===== src/rtl/ddr_req_arbiter_if.sv =====
`default_nettype none
// ============================================================================
// Module      : ddr_req_arbiter_if
// Description : Single-port DDR request/response bus.
//               master : the initiator, which drives the request and the
//                        latched address/write data
//               slave  : the responder, which returns read data and a
//                        one-cycle ddr_resp
// Signals     : ddr_addr  [31:0]  byte address, forwarded unmodified
//               ddr_read          read request, held until ddr_resp
//               ddr_write         write request, held until ddr_resp
//               ddr_wdata [31:0]  write data
//               ddr_rdata [31:0]  read data, valid in the ddr_resp cycle
//               ddr_resp          completion, one cycle
// Revision    : 1.0 - initial release
// ============================================================================
interface ddr_req_arbiter_if;
   logic [31:0] ddr_addr;
   logic        ddr_read;
   logic        ddr_write;
   logic [31:0] ddr_wdata;
   logic [31:0] ddr_rdata;
   logic        ddr_resp;

   modport master (
      output ddr_addr,
      output ddr_read,
      output ddr_write,
      output ddr_wdata,
      input  ddr_rdata,
      input  ddr_resp
   );

   modport slave (
      input  ddr_addr,
      input  ddr_read,
      input  ddr_write,
      input  ddr_wdata,
      output ddr_rdata,
      output ddr_resp
   );
endinterface
`default_nettype wire


===== src/rtl/ddr_req_arbiter.sv =====
`default_nettype none
// ============================================================================
// Module      : ddr_req_arbiter
// Description : Round-robin arbiter between an instruction-fetch client (I,
//               read-only) and a data client (D, read/write) in front of a
//               single-port DDR request/response bus.  One transaction is in
//               flight at a time; each completion returns a one-cycle resp
//               pulse, plus read data for reads, to the requesting client.
// Ports       : clk, rst_n                 clock, async active-low reset
//               i_addr/i_read              I-port request
//               i_rdata/i_resp             I-port completion
//               d_addr/d_read/d_write/
//               d_wdata                    D-port request
//               d_rdata/d_resp             D-port completion
//               ddr (master modport)       DDR request/response bus
//               ddr_timeout                sticky "ddr_resp overdue" flag
// Parameters  : TIMEOUT_CYCLES  REQ cycles without ddr_resp before
//                               ddr_timeout is raised
// Revision    : 1.0 - initial release
// ============================================================================
module ddr_req_arbiter #(
   parameter int TIMEOUT_CYCLES = 1024
) (
   input  wire logic        clk,
   input  wire logic        rst_n,
   // I port
   input  wire logic [31:0] i_addr,
   input  wire logic        i_read,
   output logic      [31:0] i_rdata,
   output logic             i_resp,
   // D port
   input  wire logic [31:0] d_addr,
   input  wire logic        d_read,
   input  wire logic        d_write,
   input  wire logic [31:0] d_wdata,
   output logic      [31:0] d_rdata,
   output logic             d_resp,
   // DDR bus
   ddr_req_arbiter_if.master ddr,
   output logic             ddr_timeout
);

   localparam int                 c_CNT_W   = $clog2(TIMEOUT_CYCLES + 1);
   localparam logic [c_CNT_W-1:0] c_CNT_MAX = c_CNT_W'(TIMEOUT_CYCLES);

   typedef enum logic [1:0] {
      S_IDLE = 2'd0,
      S_REQ  = 2'd1,
      S_GAP  = 2'd2
   } state_t;

   state_t r_state;
   state_t w_state_nxt;

   // r_last_d doubles as the grant of the transaction in flight: it is
   // updated at launch, so during REQ it names the current owner and in
   // IDLE it names the client granted last time.
   logic               r_last_d;
   logic [31:0]        r_addr;
   logic [31:0]        r_wdata;
   logic               r_ddr_read;
   logic               r_ddr_write;
   logic [31:0]        r_i_rdata;
   logic [31:0]        r_d_rdata;
   logic               r_i_resp;
   logic               r_d_resp;
   logic               r_timeout;
   logic [c_CNT_W-1:0] r_cnt;

   logic w_i_req;
   logic w_d_req;
   logic w_pick_d;
   logic w_pick_wr;
   logic w_launch;
   logic w_done;
   logic w_wait;

   // ------------------------------------------------------------------------
   // State register
   // ------------------------------------------------------------------------
   always_ff @(posedge clk or negedge rst_n) begin
      if (!rst_n) begin
         r_state <= S_IDLE;
      end else begin
         r_state <= w_state_nxt;
      end
   end

   // ------------------------------------------------------------------------
   // Next state, arbitration and transaction strobes
   // ------------------------------------------------------------------------
   always_comb begin
      w_state_nxt = r_state;
      w_launch    = 1'b0;
      w_done      = 1'b0;
      w_wait      = 1'b0;
      w_i_req     = i_read;
      w_d_req     = d_read | d_write;
      // On a tie the client not served last time wins.
      w_pick_d    = w_d_req & (~w_i_req | ~r_last_d);
      // d_read together with d_write is illegal and resolves to a write.
      w_pick_wr   = w_pick_d & d_write;

      case (r_state)
         S_IDLE: begin
            if (w_i_req || w_d_req) begin
               w_launch    = 1'b1;
               w_state_nxt = S_REQ;
            end
         end
         S_REQ: begin
            if (ddr.ddr_resp) begin
               w_done      = 1'b1;
               w_state_nxt = S_GAP;
            end else begin
               w_wait      = 1'b1;
            end
         end
         S_GAP: begin
            // One idle bus cycle so the responder can return to idle.
            w_state_nxt = S_IDLE;
         end
         default: begin
            w_state_nxt = S_IDLE;
         end
      endcase
   end

   // ------------------------------------------------------------------------
   // Registered datapath and outputs
   // ------------------------------------------------------------------------
   always_ff @(posedge clk or negedge rst_n) begin
      if (!rst_n) begin
         r_last_d    <= 1'b0;
         r_addr      <= '0;
         r_wdata     <= '0;
         r_ddr_read  <= 1'b0;
         r_ddr_write <= 1'b0;
         r_i_rdata   <= '0;
         r_d_rdata   <= '0;
         r_i_resp    <= 1'b0;
         r_d_resp    <= 1'b0;
         r_timeout   <= 1'b0;
         r_cnt       <= '0;
      end else begin
         r_i_resp <= 1'b0;
         r_d_resp <= 1'b0;

         if (w_launch) begin
            r_last_d    <= w_pick_d;
            r_addr      <= w_pick_d ? d_addr : i_addr;
            r_wdata     <= d_wdata;
            r_ddr_read  <= ~w_pick_wr;
            r_ddr_write <= w_pick_wr;
            r_cnt       <= '0;
         end

         if (w_done) begin
            r_ddr_read  <= 1'b0;
            r_ddr_write <= 1'b0;
            if (r_last_d) begin
               r_d_resp <= 1'b1;
               if (!r_ddr_write) begin
                  r_d_rdata <= ddr.ddr_rdata;
               end
            end else begin
               r_i_resp  <= 1'b1;
               r_i_rdata <= ddr.ddr_rdata;
            end
         end

         // Saturating wait counter; the flag is set on the same edge the
         // count reaches the limit and is only cleared by reset.
         if (w_wait && (r_cnt != c_CNT_MAX)) begin
            r_cnt <= r_cnt + 1'b1;
            if (r_cnt == (c_CNT_MAX - 1'b1)) begin
               r_timeout <= 1'b1;
            end
         end
      end
   end

   assign ddr.ddr_addr  = r_addr;
   assign ddr.ddr_wdata = r_wdata;
   assign ddr.ddr_read  = r_ddr_read;
   assign ddr.ddr_write = r_ddr_write;
   assign i_rdata       = r_i_rdata;
   assign i_resp        = r_i_resp;
   assign d_rdata       = r_d_rdata;
   assign d_resp        = r_d_resp;
   assign ddr_timeout   = r_timeout;

endmodule
`default_nettype wire


===== src/flat_wrapper.sv =====
// flat-port wrapper written by rule: the top's interface ports become plain ports
module ddr_req_arbiter_flat 
#(
   parameter int TIMEOUT_CYCLES = 1024
)
  (clk, rst_n, i_addr, i_read, i_rdata, i_resp, d_addr, d_read, d_write, d_wdata, d_rdata, d_resp, ddr_timeout, ddr_ddr_addr, ddr_ddr_read, ddr_ddr_write, ddr_ddr_wdata, ddr_ddr_rdata, ddr_ddr_resp);
  ddr_req_arbiter_if ddr_i ();
  input  wire logic clk;
  input  wire logic rst_n;
  input  wire logic [31:0] i_addr;
  input  wire logic i_read;
  output logic      [31:0] i_rdata;
  output logic i_resp;
  input  wire logic [31:0] d_addr;
  input  wire logic d_read;
  input  wire logic d_write;
  input  wire logic [31:0] d_wdata;
  output logic      [31:0] d_rdata;
  output logic d_resp;
  output logic ddr_timeout;
  output wire logic [$bits(ddr_i.ddr_addr)-1:0] ddr_ddr_addr;
  output wire logic [$bits(ddr_i.ddr_read)-1:0] ddr_ddr_read;
  output wire logic [$bits(ddr_i.ddr_write)-1:0] ddr_ddr_write;
  output wire logic [$bits(ddr_i.ddr_wdata)-1:0] ddr_ddr_wdata;
  input wire logic [$bits(ddr_i.ddr_rdata)-1:0] ddr_ddr_rdata;
  input wire logic [$bits(ddr_i.ddr_resp)-1:0] ddr_ddr_resp;
  assign ddr_ddr_addr = ddr_i.ddr_addr;
  assign ddr_ddr_read = ddr_i.ddr_read;
  assign ddr_ddr_write = ddr_i.ddr_write;
  assign ddr_ddr_wdata = ddr_i.ddr_wdata;
  assign ddr_i.ddr_rdata = ddr_ddr_rdata;
  assign ddr_i.ddr_resp = ddr_ddr_resp;
  ddr_req_arbiter #(.TIMEOUT_CYCLES(TIMEOUT_CYCLES)) u_core (.clk(clk), .rst_n(rst_n), .i_addr(i_addr), .i_read(i_read), .i_rdata(i_rdata), .i_resp(i_resp), .d_addr(d_addr), .d_read(d_read), .d_write(d_write), .d_wdata(d_wdata), .d_rdata(d_rdata), .d_resp(d_resp), .ddr(ddr_i), .ddr_timeout(ddr_timeout));
endmodule

===== config.mk =====
export PLATFORM = sky130hd
export DESIGN_NAME = ddr_req_arbiter_flat
export DESIGN_NICKNAME = d
export VERILOG_FILES = /design/src/rtl/ddr_req_arbiter_if.sv /design/src/rtl/ddr_req_arbiter.sv /design/src/flat_wrapper.sv
export SDC_FILE = /design/constraint.sdc
export NUM_CORES = 1
export LEC_CHECK = 0
export ABC_AREA = 0
export CAP_MARGIN = 20
export CORE_ASPECT_RATIO = 0.6
export CORE_UTILIZATION = 46
export CTS_CLUSTER_SIZE = 25
export DETAILED_ROUTE_END_ITERATION = 7
export DONT_BUFFER_PORTS = 1
export SYNTH_ARGS = -nofsm -noshare
export SYNTH_HDL_FRONTEND = slang
export SYNTH_SLANG_ARGS = --single-unit

===== constraint.sdc =====
create_clock -name clk -period 5.3 [get_ports clk]
set_clock_uncertainty 0.15 [all_clocks]
set_input_delay 0.53 -clock clk [delete_from_list [all_inputs] [get_ports clk]]
set_output_delay 0.53 -clock clk [all_outputs]
set_load 0.005 [all_outputs]

**Yosys cells after proc, flatten, opt, wreduce, memory -nomap -nowiden**

Index checks and enable logic that the tools add are counted.
W data, S select, Z words.

- Output and inout port bits: 133
- Register bits after elaboration: 147

- Equality and inequality tests: 5
- Muxes and demuxes: 20
- Bitwise gates (word level): 8
- Reductions and logical operators: 9
- $add $sub $neg: 1

Operator list:

| cell | count |
|---|---|
| $mux W32 | 1 |
| $mux W11 | 2 |
| $mux W1 | 14 |
| $add A11 B1 Y11 const B | 1 |
| $eq A11 B10 Y1 const B | 1 |
| $ne A11 B11 Y1 const B | 1 |
| $reduce_and A2 Y1 | 3 |
| $mux W2 | 2 |
| $not A1 Y1 | 4 |
| $pmux W2 S2 | 1 |
| $reduce_bool A2 Y1 | 2 |
| $reduce_and A3 Y1 | 1 |
| $and A1 B1 Y1 | 2 |
| $eq A2 B1 Y1 const B | 1 |
| $logic_not A2 Y1 | 1 |
| $ne A2 B1 Y1 const B | 1 |
| $ne A2 B2 Y1 const B | 1 |
| $or A1 B1 Y1 | 2 |
| $logic_and A1 B1 Y1 | 1 |
| $logic_or A1 B1 Y1 | 1 |

**Longest topological paths before layout**

- Depth in word-level cells: 7
- Depth in mapped cells: 7

**Worst setup path before layout**

Ideal clock, no wire load.

- Path kind: input to register
- Start: input port ddr_ddr_resp
- End: register u_core.r_cnt[5]
- Stages on the path: 6
- Data arrival time: 1.777 ns
- Setup time: 0.124 ns
- Path slack: 3.249 ns
- Data required time: 5.026 ns
- Path through: or3b_1 -> buf_2 -> a41o_1 -> buf_6 -> and2_4 -> a211o_1

- Cells in the longest elaborated chain, start to end: 4
- Elaborated cells on any way between the ends: 5

Ends and longest elaborated chain:

| item | line | source |
|---|---|---|
| start: declaration | flat_wrapper.sv:26 | `input wire logic [$bits(ddr_i.ddr_resp)-1:0] ddr_ddr_resp;` |
| $mux W1 * | ddr_req_arbiter.sv:112 | `if (ddr.ddr_resp) begin` |
| $mux W1 * | ddr_req_arbiter.sv:104 | `case (r_state)` |
| $logic_and A1 B1 Y1 * | ddr_req_arbiter.sv:174 | `if (w_wait && (r_cnt != c_CNT_MAX)) begin` |
| $mux W11 / $reduce_bool A2 Y1 (equally long branches) | - |  |
| end signal: assignment | ddr_req_arbiter.sv:175 | `r_cnt <= r_cnt + 1'b1;` |
| end: declaration | ddr_req_arbiter.sv:68 | `logic [c_CNT_W-1:0] r_cnt;` |

Mark *: on every way between the ends. The rest lies on a longest branch, timed or not.
A chain may end at the register's enable or synchronous reset.

**Worst setup path in the final report**

- Start: register u_core.r_state[1]
- End: register u_core.r_d_rdata[26] (netlist: u_core.d_rdata[26])

- Cells in the longest elaborated chain, start to end: 3

Ends and longest elaborated chain:

| item | line | source |
|---|---|---|
| start: declaration | ddr_req_arbiter.sv:52 | `state_t r_state;` |
| start signal: assignment | ddr_req_arbiter.sv:85 | `r_state <= w_state_nxt;` |
| $eq A2 B1 Y1 | ddr_req_arbiter.sv:104 |  |
| $mux W1 | ddr_req_arbiter.sv:104 |  |
| $reduce_and A3 Y1 (no source line) | - |  |
| end signal: assignment | ddr_req_arbiter.sv:164 | `r_d_rdata <= ddr.ddr_rdata;` |
| end: declaration | ddr_req_arbiter.sv:64 | `logic [31:0] r_d_rdata;` |

Every way passes these cells.

==> metrics.md <==
| Metric | Value |
|---|---|
| Port bufs | 0 |
| Synth Area in Compound Gates | approximately 4.4% |
| Cell area power density | approximately 630 nW/um^2 |
| Drt wl/cell | 18.8 um |
| Cell variety after synth | 33 |
| Commonest cells after routing, fill and taps aside | dfrtp_1, nand2_1, mux2_2 |
| Max VDD drop | slightly below 0.3 mV |
| Fmax | between 400 and 500 MHz |
| Via count | 3631 |
| Commonest non-fill, non-tap cell in the layout | dfrtp_1 |
| Critical path arrival | 2.54 ns |
| FILL cells | 1067 |
| Sw Share | about a third |
| Status | finished clean |
| Yosys reg bits | 147 |
| Nets | about 630 |
| Min Tclk post-route | 2.41 ns |
| HPWL Detailed | just under 9 mm |
| Mapped cell area | a little under 6000 um^2 |
| Fraction of synthesized cell area in xor and xnor cells | less than 1% |
| Synth Area per Inst | roughly 12 um^2 |
| Net Count, Synth | around 640 |
| Leakage | 3.15 nW |
| Clock Tree Root | clkbuf_16 |
| Switch Pwr | around 1.5 mW |
| Max-cap violations | 0 |
| Worst slew pin tran | 1.01 ns |
| Vias/cell | 5.37 |
| Synth Warn # | 0 |
| Total power | roughly 4.2 mW |
| Vias in the first global route | about 3600 |
| Clock share of power | 26.7% |
| Clk sinks | roughly 150 |
| Rel. slew slack | about a third |
| Detailed Route Iter0 Violations | between 200 and 250 |
| Post-route clock period utilization | 45.5% |
| Grt total ovfl | 0 |
| H-Tree Depth | 4 |
| Post-Place Worst Slack | about 2.8 ns |
| Sequential power share | 50.3% |
| Post-route ant nets | 0 |
| CP Class | reg -> reg |
| Clock-pin slew of the registers on the worst-case setup and hold paths | roughly 0.070 ns |
| Antenna diode count | 0 |
| Max clock buf depth | 2 |
| Rows | 31 |
| DRC | 0 |
| P_int | approximately 2.7 mW |
| Post-route setup slack | 2.89 ns |
| Max-slew violation count | 0 |
| Critical-path cell list | and3b_1 > and2_1 > nor2b_4 > mux2_2 |
| Die height | 90.1 um |
| Post-synthesis adder-cell area fraction | less than 1% |
| Hold WC Path Type | in -> reg |
| Post-synthesis mux area share | between 15 and 20% |
| Post-Route WL | between 10 and 15 mm |
| CP Buf/Inv Count | 0 |
| Max stage delay cell, worst path | nor2b_4 |
| Boundary pin count | about 270 |
| Post-CTS setup buffers | 0 |
| Required @ worst endpoint | around 5.4 ns |
| Largest net degree at the start of global routing | 148 |
| Drt first pass iters | 4 |
| DIE AREA | 13400 um^2 |
| CP Launch Type | flip-flop |
| Die Span X | 149 um |
| Crit path max-delay family | simple AND/OR/NAND/NOR gates |
| Setup_tns | 0 ns |
| FF+latch area | between 3000 and 4000 um^2 |
| CP max FO | 32 |
| Layout cells sized above 1 | between 10% and 20% |
| Clock latency on the worst-skew pair | approximately 0.40 ns |
| Logic pwr share | between 20% and 30% |
| Starting Density | 48.2% |
| CTS buffer count | 17 |
| CTS tree | yes |
| Hold Slack | between 0.08 and 0.09 ns |
| Final setup violation count | 0 |
| Placer congestion estimate | 0.767 |
| Mapped Cells | 505 |
| Worst path max stage delay | about 0.8 ns |
| RSZ-0062 raised after global routing | false |
| Area occupied by multi-input gates | 2140 um^2 |
| Initial antenna violation count | 0 |
| CP Capture Type | flip-flop |
| Wire length of the first global-routing pass | approximately 20 mm |
| Register area share after synthesis | ~60% |
| Total GRT Usage | just under 20% |
| Core Area | 12300 um^2 |
| Area growth syn-to-layout | 11.6% |
| Largest family of logic cells by synthesized area | multiplexers |
| Post-synthesis simple-gate area fraction | around 13% |
| Final hold violation count | 0 |
## area by class of cell
class	instances	area share, %
clock buffer	18	6.61
clock inverter	14	1.83
inverter	3	0.170
multi-input combinational	326	32.2
sequential	147	55.4
tap	165	3.11
timing repair buffer	3	0.678
## worst reg2reg max path, stage by stage, from the launching register on
cell and delay [ns]:
dfrtp_1 0.42, and3b_1 0.32, and2_1 0.17, nor2b_4 0.80
mux2_2 0.44
## through the flow
step                      instances  utilization, %  instance area (um^2)
final                           676            53.8                  6640
after global routing            676            53.8                  6640
after CTS                       676            53.8                  6640
after detailed placement        642            49.0                  6040
after global placement          642            49.0                  6040
after floorplan                 505               -                  5950
## timing repair
item / 4_1_cts / 5_1_grt
hold buffers: 2 / 0
endpoints found under the hold margin: 147 / 0
gates resized for setup: 0 / 0
## final timing paths
path | from | endpoint | slack, ns | cells past startpoint
setup / recovery | u_core.r_state[1] | u_core.d_rdata[26] | 2.89 | 4
hold / removal | d_wdata[14] | u_core.ddr.ddr_wdata[14] | 0.08 | 2
setup reg to reg | u_core.r_state[1] | u_core.d_rdata[26] | 2.89 | 4
hold reg to reg | u_core.r_cnt[10] | u_core.ddr_timeout | 0.34 | 1
max in group asynchronous | rst_n | u_core.r_cnt[10] | 3.76 | 2
min in group asynchronous | rst_n | u_core.ddr.ddr_addr[20] | 0.63 | 2
## logic make-up after synthesis
kind of cell	after synthesis
flops	147
fa+ha+maj	2
buf+inv	32
simple gates	178
mux	99
xor+xnor	1
compound gates	46
## power groups by stage
| stage | sequential [mW] | clock [mW] | combinational, mW |
|---|---|---|---|
| after global placement | 2.12 | 0 | 0.896 |
| after global routing | 2.17 | 1.19 | 1.10 |
| after CTS | 2.11 | 1.14 | 0.981 |
| final | 2.10 | 1.11 | 0.962 |
| after detailed placement | 2.12 | 0 | 0.965 |
| after floorplan | 1.96 | 0 | 0.819 |
## state kept, by name, summed over array words and instances (netlist names), 2 cells and up
| name | count |
|---|---|
| u_core.i_rdata | 32 |
| u_core.d_rdata | 32 |
| u_core.r_state | 2 |
| u_core.r_cnt | 11 |
| u_core.ddr.ddr_addr | 32 |
| u_core.ddr.ddr_wdata | 32 |
## cell usage after synthesis (all sizes together)
cell / count / area share (%)
a211o: 4 / 0.59
a21oi: 2 / 0.17
a22o: 1 / 0.15
a41o: 1 / 0.17
and2: 2 / 0.25
and3: 3 / 0.32
and3b: 1 / 0.15
and4: 1 / 0.15
buf: 13 / 1.5
clkbuf: 16 / 1.0
dfrtp: 147 / 62
ha: 2 / 0.42
inv: 3 / 0.19
mux2: 64 / 12
mux2i: 35 / 5.9
nand2: 139 / 8.8
nand2b: 1 / 0.11
nand3: 7 / 0.59
nand4: 2 / 0.21
nor2: 6 / 0.38
nor2b: 2 / 0.21
nor3: 7 / 0.59
nor3b: 3 / 0.38
nor4: 2 / 0.21
o21a: 1 / 0.13
o21ai: 36 / 3.0
o21bai: 1 / 0.13
or3: 1 / 0.11
or3b: 1 / 0.15
xnor2: 1 / 0.15
## routing by layer
layer	global-route usage, %	part of all wire, %	routed length, um
met5	0	0	0
met4	5.44	0.54	68
met3	8.17	9.2	1160
met2	31.3	49	6170
met1	24.0	42	5280
Note: power is estimated with default switching activity, not from simulation.
